--- config.mk ---
export PLATFORM = sky130hd
export DESIGN_NAME = sar_search_ctrl
export DESIGN_NICKNAME = d
export VERILOG_FILES = /design/src/rtl/sar_search_ctrl.sv
export SDC_FILE = /design/constraint.sdc
export NUM_CORES = 1
export LEC_CHECK = 0
export ABC_AREA = 1
export ABC_CLOCK_PERIOD_IN_PS = 1150
export BUFFER_PORTS_ARGS = -buffer_cell sky130_fd_sc_hd__clkbuf_2
export CAP_MARGIN = 30
export CORE_MARGIN = 3
export CORE_UTILIZATION = 30
export CTS_BUF_LIST = sky130_fd_sc_hd__clkbuf_2
export DETAILED_ROUTE_END_ITERATION = 7
export PLACE_DENSITY = 0.61
export SLEW_MARGIN = 20
export SYNTH_ARGS = -nofsm -noshare
export SYNTH_HDL_FRONTEND = slang
export SYNTH_SLANG_ARGS = --single-unit
export TNS_END_PERCENT = 20
--- constraint.sdc ---
create_clock -name clk -period 1.15 [get_ports clk]
set_input_delay 0.0575 -clock clk [delete_from_list [all_inputs] [get_ports clk]]
set_output_delay 0.0575 -clock clk [all_outputs]
set_load 0.01 [all_outputs]
--- src/rtl/sar_search_ctrl.sv ---
// Successive-approximation search controller. Drives the trial (B) operand
// of an external combinational magnitude comparator, reads back the
// lesser/greater/equal flags in the same cycle and binary-searches the
// unknown A operand MSB first.
//
// state  | meaning
// -------+-------------------------------------------------------------
// S_IDLE | waiting for start; trial/result/found/error hold
// S_TEST | one cycle per bit; trial presented, flags evaluated
// S_FIN  | done pulse for one cycle, busy drops on exit

module sar_search_ctrl #(
    parameter int WIDTH = 3
) (
    input  logic             clk,
    input  logic             rst_n,
    input  logic             start,
    input  logic             cmp_lesser,
    input  logic             cmp_greater,
    input  logic             cmp_equal,
    output logic [WIDTH-1:0] trial,
    output logic             busy,
    output logic             done,
    output logic [WIDTH-1:0] result,
    output logic             found,
    output logic             error
);

    // bit index needs at least one bit even for a single-step search
    localparam int IW = (WIDTH > 1) ? $clog2(WIDTH) : 1;
    localparam logic [WIDTH-1:0] ONE = WIDTH'(1);
    localparam logic [WIDTH-1:0] MSB = ONE << (WIDTH - 1);

    typedef enum logic [1:0] {
        S_IDLE = 2'd0,
        S_TEST = 2'd1,
        S_FIN  = 2'd2
    } state_t;

    state_t           r_state, w_state_nxt;
    logic [WIDTH-1:0] r_trial, w_trial_nxt;
    logic [WIDTH-1:0] r_result, w_result_nxt;
    logic [IW-1:0]    r_bit_idx, w_bit_idx_nxt;
    logic             r_busy, w_busy_nxt;
    logic             r_found, w_found_nxt;
    logic             r_error, w_error_nxt;
    logic [WIDTH-1:0] w_bit_mask;
    logic [WIDTH-1:0] w_kept;
    logic             w_onehot;

    assign w_bit_mask = ONE << r_bit_idx;
    assign w_onehot   = $onehot({cmp_lesser, cmp_greater, cmp_equal});
    // a "lesser" answer means the bit under test overshot A and must be dropped
    assign w_kept     = cmp_lesser ? (r_trial & ~w_bit_mask) : r_trial;

    // state and datapath registers; reset clears everything at once
    always_ff @(posedge clk or negedge rst_n) begin
        if (!rst_n) begin
            r_state   <= S_IDLE;
            r_trial   <= '0;
            r_result  <= '0;
            r_bit_idx <= '0;
            r_busy    <= 1'b0;
            r_found   <= 1'b0;
            r_error   <= 1'b0;
        end else begin
            r_state   <= w_state_nxt;
            r_trial   <= w_trial_nxt;
            r_result  <= w_result_nxt;
            r_bit_idx <= w_bit_idx_nxt;
            r_busy    <= w_busy_nxt;
            r_found   <= w_found_nxt;
            r_error   <= w_error_nxt;
        end
    end

    // next-state and next-datapath decode
    always_comb begin
        w_state_nxt   = r_state;
        w_trial_nxt   = r_trial;
        w_result_nxt  = r_result;
        w_bit_idx_nxt = r_bit_idx;
        w_busy_nxt    = r_busy;
        w_found_nxt   = r_found;
        w_error_nxt   = r_error;
        case (r_state)
            S_IDLE: begin
                if (start) begin
                    w_trial_nxt   = MSB;
                    w_bit_idx_nxt = IW'(WIDTH - 1);
                    w_busy_nxt    = 1'b1;
                    w_found_nxt   = 1'b0;
                    w_error_nxt   = 1'b0;
                    w_result_nxt  = '0;
                    w_state_nxt   = S_TEST;
                end
            end
            S_TEST: begin
                if (!w_onehot) begin
                    w_error_nxt  = 1'b1;
                    w_result_nxt = '0;
                    w_state_nxt  = S_FIN;
                end else if (cmp_equal) begin
                    w_result_nxt = r_trial;
                    w_found_nxt  = 1'b1;
                    w_state_nxt  = S_FIN;
                end else if (r_bit_idx != '0) begin
                    w_trial_nxt   = w_kept | (w_bit_mask >> 1);
                    w_bit_idx_nxt = r_bit_idx - IW'(1);
                end else if (cmp_lesser) begin
                    w_result_nxt = w_kept;
                    w_found_nxt  = 1'b1;
                    w_state_nxt  = S_FIN;
                end else begin
                    // greater on the last bit: no consistent A exists
                    w_error_nxt  = 1'b1;
                    w_result_nxt = '0;
                    w_state_nxt  = S_FIN;
                end
            end
            S_FIN: begin
                w_busy_nxt  = 1'b0;
                w_state_nxt = S_IDLE;
            end
            default: begin
                w_state_nxt = S_IDLE;
            end
        endcase
    end

    assign trial  = r_trial;
    assign busy   = r_busy;
    assign done   = (r_state == S_FIN);
    assign result = r_result;
    assign found  = r_found;
    assign error  = r_error;

endmodule

==> impl_results.md <==
* Wire per inst at 10.4 µm
* Synth top area cells: dfrtp_1, nand2_1, nand3_1
* Setup crit end kind: flop
* Synth top area share at 0.395
* Initial Utilization at 0.324
* Net count after synthesis at 122
* Part of the cycle the worst path needs at 1.08
* Port Buffer Count at 15
* Main combinational cell family by area after synthesis: simple AND/OR/NAND/NOR gates
* Met2 WL at 921 µm
* Post-Layout Cell Count at 176
* R2r setup slk at -100 ps
* Worst-case clock buffer depth at 2
* Starting DRT DRC Count at 28
* CTS buffer count at 3
* Synth Area in Compound Gates at 0.0243
* H-Tree Depth at 1
* Routability Congestion at 0.824
* Top-count cell post-synth: nand2_1
* Synth cell types at 17
* Die width at 58.4 µm
* Core Box Area at 0.00254 mm²
* Die Y-Extent at 58.4 µm
* # diodes at 0
* M1 WL at 823 µm
* Vias in the first global route at 752
* Min Hold Slack at 163 ps
* Clk_skew at 1.74 ps
* IO Pins at 16
* Worst Hold Endpoint: r_state[0]
* Drt drc at 0
* Sink Count at 13
* GRT Resource Usage Total at 0.121
* Clock latency on the worst-skew pair at 270 ps
* Final wirelength at 1830 µm
* Final std cell area, no fill at 0.00118 mm²
* Seq/Total Area, Yosys at 0.395
* Worst hold path type: in -> reg
* Yosys warnings at 0
* Failing checks: setup timing
* PnR worst setup slack at -96.2 ps
* Unrepaired setup endpoints after global routing: yes
* Worst-Margin Slew at 329 ps
* Global route overflow at 0
* Hold Crit Depth at 3
* Final core occ at 0.463
* XOR/XNOR share of the synthesized area at 0
* DR vias/cell at 4.46
* Adder-cell share of the synthesized area at 0.0850
* Vias at 785
* Post-synth EDFFs at 0
* Global-route wire length before repair at 3170 µm
* Reg2reg path depth at 8
* Largest net degree at the start of global routing at 14
* Met3 wire len at 83 µm
* Post-DP Area at 0.00104 mm²
* Simple-gate share of the synthesized area at 0.414
* Critical path type: reg -> reg
* Worst rel slew slack at 0.781
* Synth cell count leaders: nand2_1, nand3_1, inv_1, dfrtp_1, nor2_1
* # rows at 18
* Final Hold Viols at 0
* CP required at 1330 ps
* Placed insts at 168
* Die Area at 0.00341 mm²
* Final setup vio count at 11
* P per Cell Area at 1960 mW/mm²
* VDD IR max at 0.00133 V
* Antenna-violating nets left at 0
* Fmax at 0.802 GHz
* Hold Crit Start: start
* Gate Count Post-Synth at 111
* Mapped Area at 825 µm²
* Post-synth ARST share at 1.00
* Pins Over Slew Limit at 0
* CP arrival at 1430 ps
* Leak at 0.627 nW
* Multiplexer share of the synthesized area at 0
* Synth Flop Type: dfrtp_1
* Layout cells sized above 1 at 0.418
* Initial antenna violation count at 0
* Top cell type by total area after synthesis: dfrtp_1
* Final #Nets at 158
* Critical Path Source Type: flop
* CTS tree: yes
* FF+latch count, synth at 13
* Avg Inst Size Synth at 7.43 µm²
* Dpl hpwl at 1420 µm
* Reg-to-reg endpoint: trial[0]
* Clock root buffer: clkbuf_2
* Min Tclk post-route at 1250 ps
* Synth-to-layout area growth at 42.8%
* Status: complete, but fails checks
* Crit Path Max Fanout at 3
* Clock transition at the registers of the reported paths at 120 ps
* MaxCap Viol Count at 0
* DR top layer: met3
* Reg2Reg Launch Point: r_bit_idx[1]
* First drt pass iteration count at 4
## sequential cells by signal, summed over array words and instances, names as in the netlist
name       count
result         3
trial          3
r_bit_idx      2
r_state        2
busy           1
error          1
found          1
## through the flow
stage	power [mW]	setup TNS (ps)	setup slack [ps]
after global routing	2.55	-1850	-173
final	2.31	-738	-96.2
after floorplan	1.38	-742	-105
after CTS	2.23	-762	-81.2
after detailed placement	1.77	-2630	-275
after global placement	1.75	-2370	-234
## layout make-up
cell class / instances / area [µm²]
multi-input combinational: 82 / 522
sequential: 13 / 325
timing repair buffer: 32 / 216
clock buffer: 4 / 20.0
tap: 30 / 37.5
fill: 268 / 1370
inverter: 15 / 56.3
## cell families (layout without fill, tap and decap cells)
family / count (synthesis) / in the layout
compound gates: 4 / 4
fa+ha+maj: 5 / 5
buf+inv: 16 / 51
flops: 13 / 13
simple gates: 73 / 73
## how the worst max path moves through the flow
stage / startpoint / to / cells after the start
2_1_floorplan: cmp_lesser / result[0] / 8
3_3_place_gp: cmp_lesser / result[2] / 9
3_5_place_dp: cmp_lesser / result[2] / 9
4_1_cts: r_bit_idx[1] / trial[0] / 7
5_1_grt: r_bit_idx[1] / trial[1] / 7
6_report: r_bit_idx[1] / trial[0] / 8
## cell usage in the layout (no fill, tap or decap), drive strengths merged
| cell type | n |
|---|---|
| nand3 | 17 |
| nor2 | 16 |
| nand2 | 37 |
| o21ai | 2 |
| clkbuf | 19 |
| a21oi | 2 |
| dlygate4sd3 | 1 |
| nand4 | 1 |
| ha | 4 |
| dfrtp | 13 |
| fa | 1 |
| or2 | 2 |
| inv | 15 |
| buf | 16 |
## layer usage
layer | up-vias | track usage
met5 | - | 0
li1 | 417 | -
met3 | 0 | 0.0395
met2 | 14 | 0.211
met4 | 0 | 0.0298
met1 | 354 | 0.142
## critical path: stages, from the launching register on
cell and delay, ps:
dfrtp_1 400, inv_2 70, buf_6 120, ha_4 150
or2_4 210, nand2_1 60, nor2_1 40, nand2_1 50
nand2_1 40
## power by group
part           internal (mW)  total, mW  switching, mW
logic                  0.647       1.36          0.713
clock network         0.0922      0.240          0.148
registers              0.598      0.708          0.109
total                   1.34       2.31          0.970
## timing repair
action                                  in CTS  in global routing
cloned                                       0                  0
setup buffers                                2                  1
endpoints found under the setup margin      13                 14
hold buffers                                 1                  0
hold endpoints to repair                    13                  0
gates resized for setup                     18                  7
pin swaps                                   13                  5
Note: power is estimated with default switching activity, not from simulation.
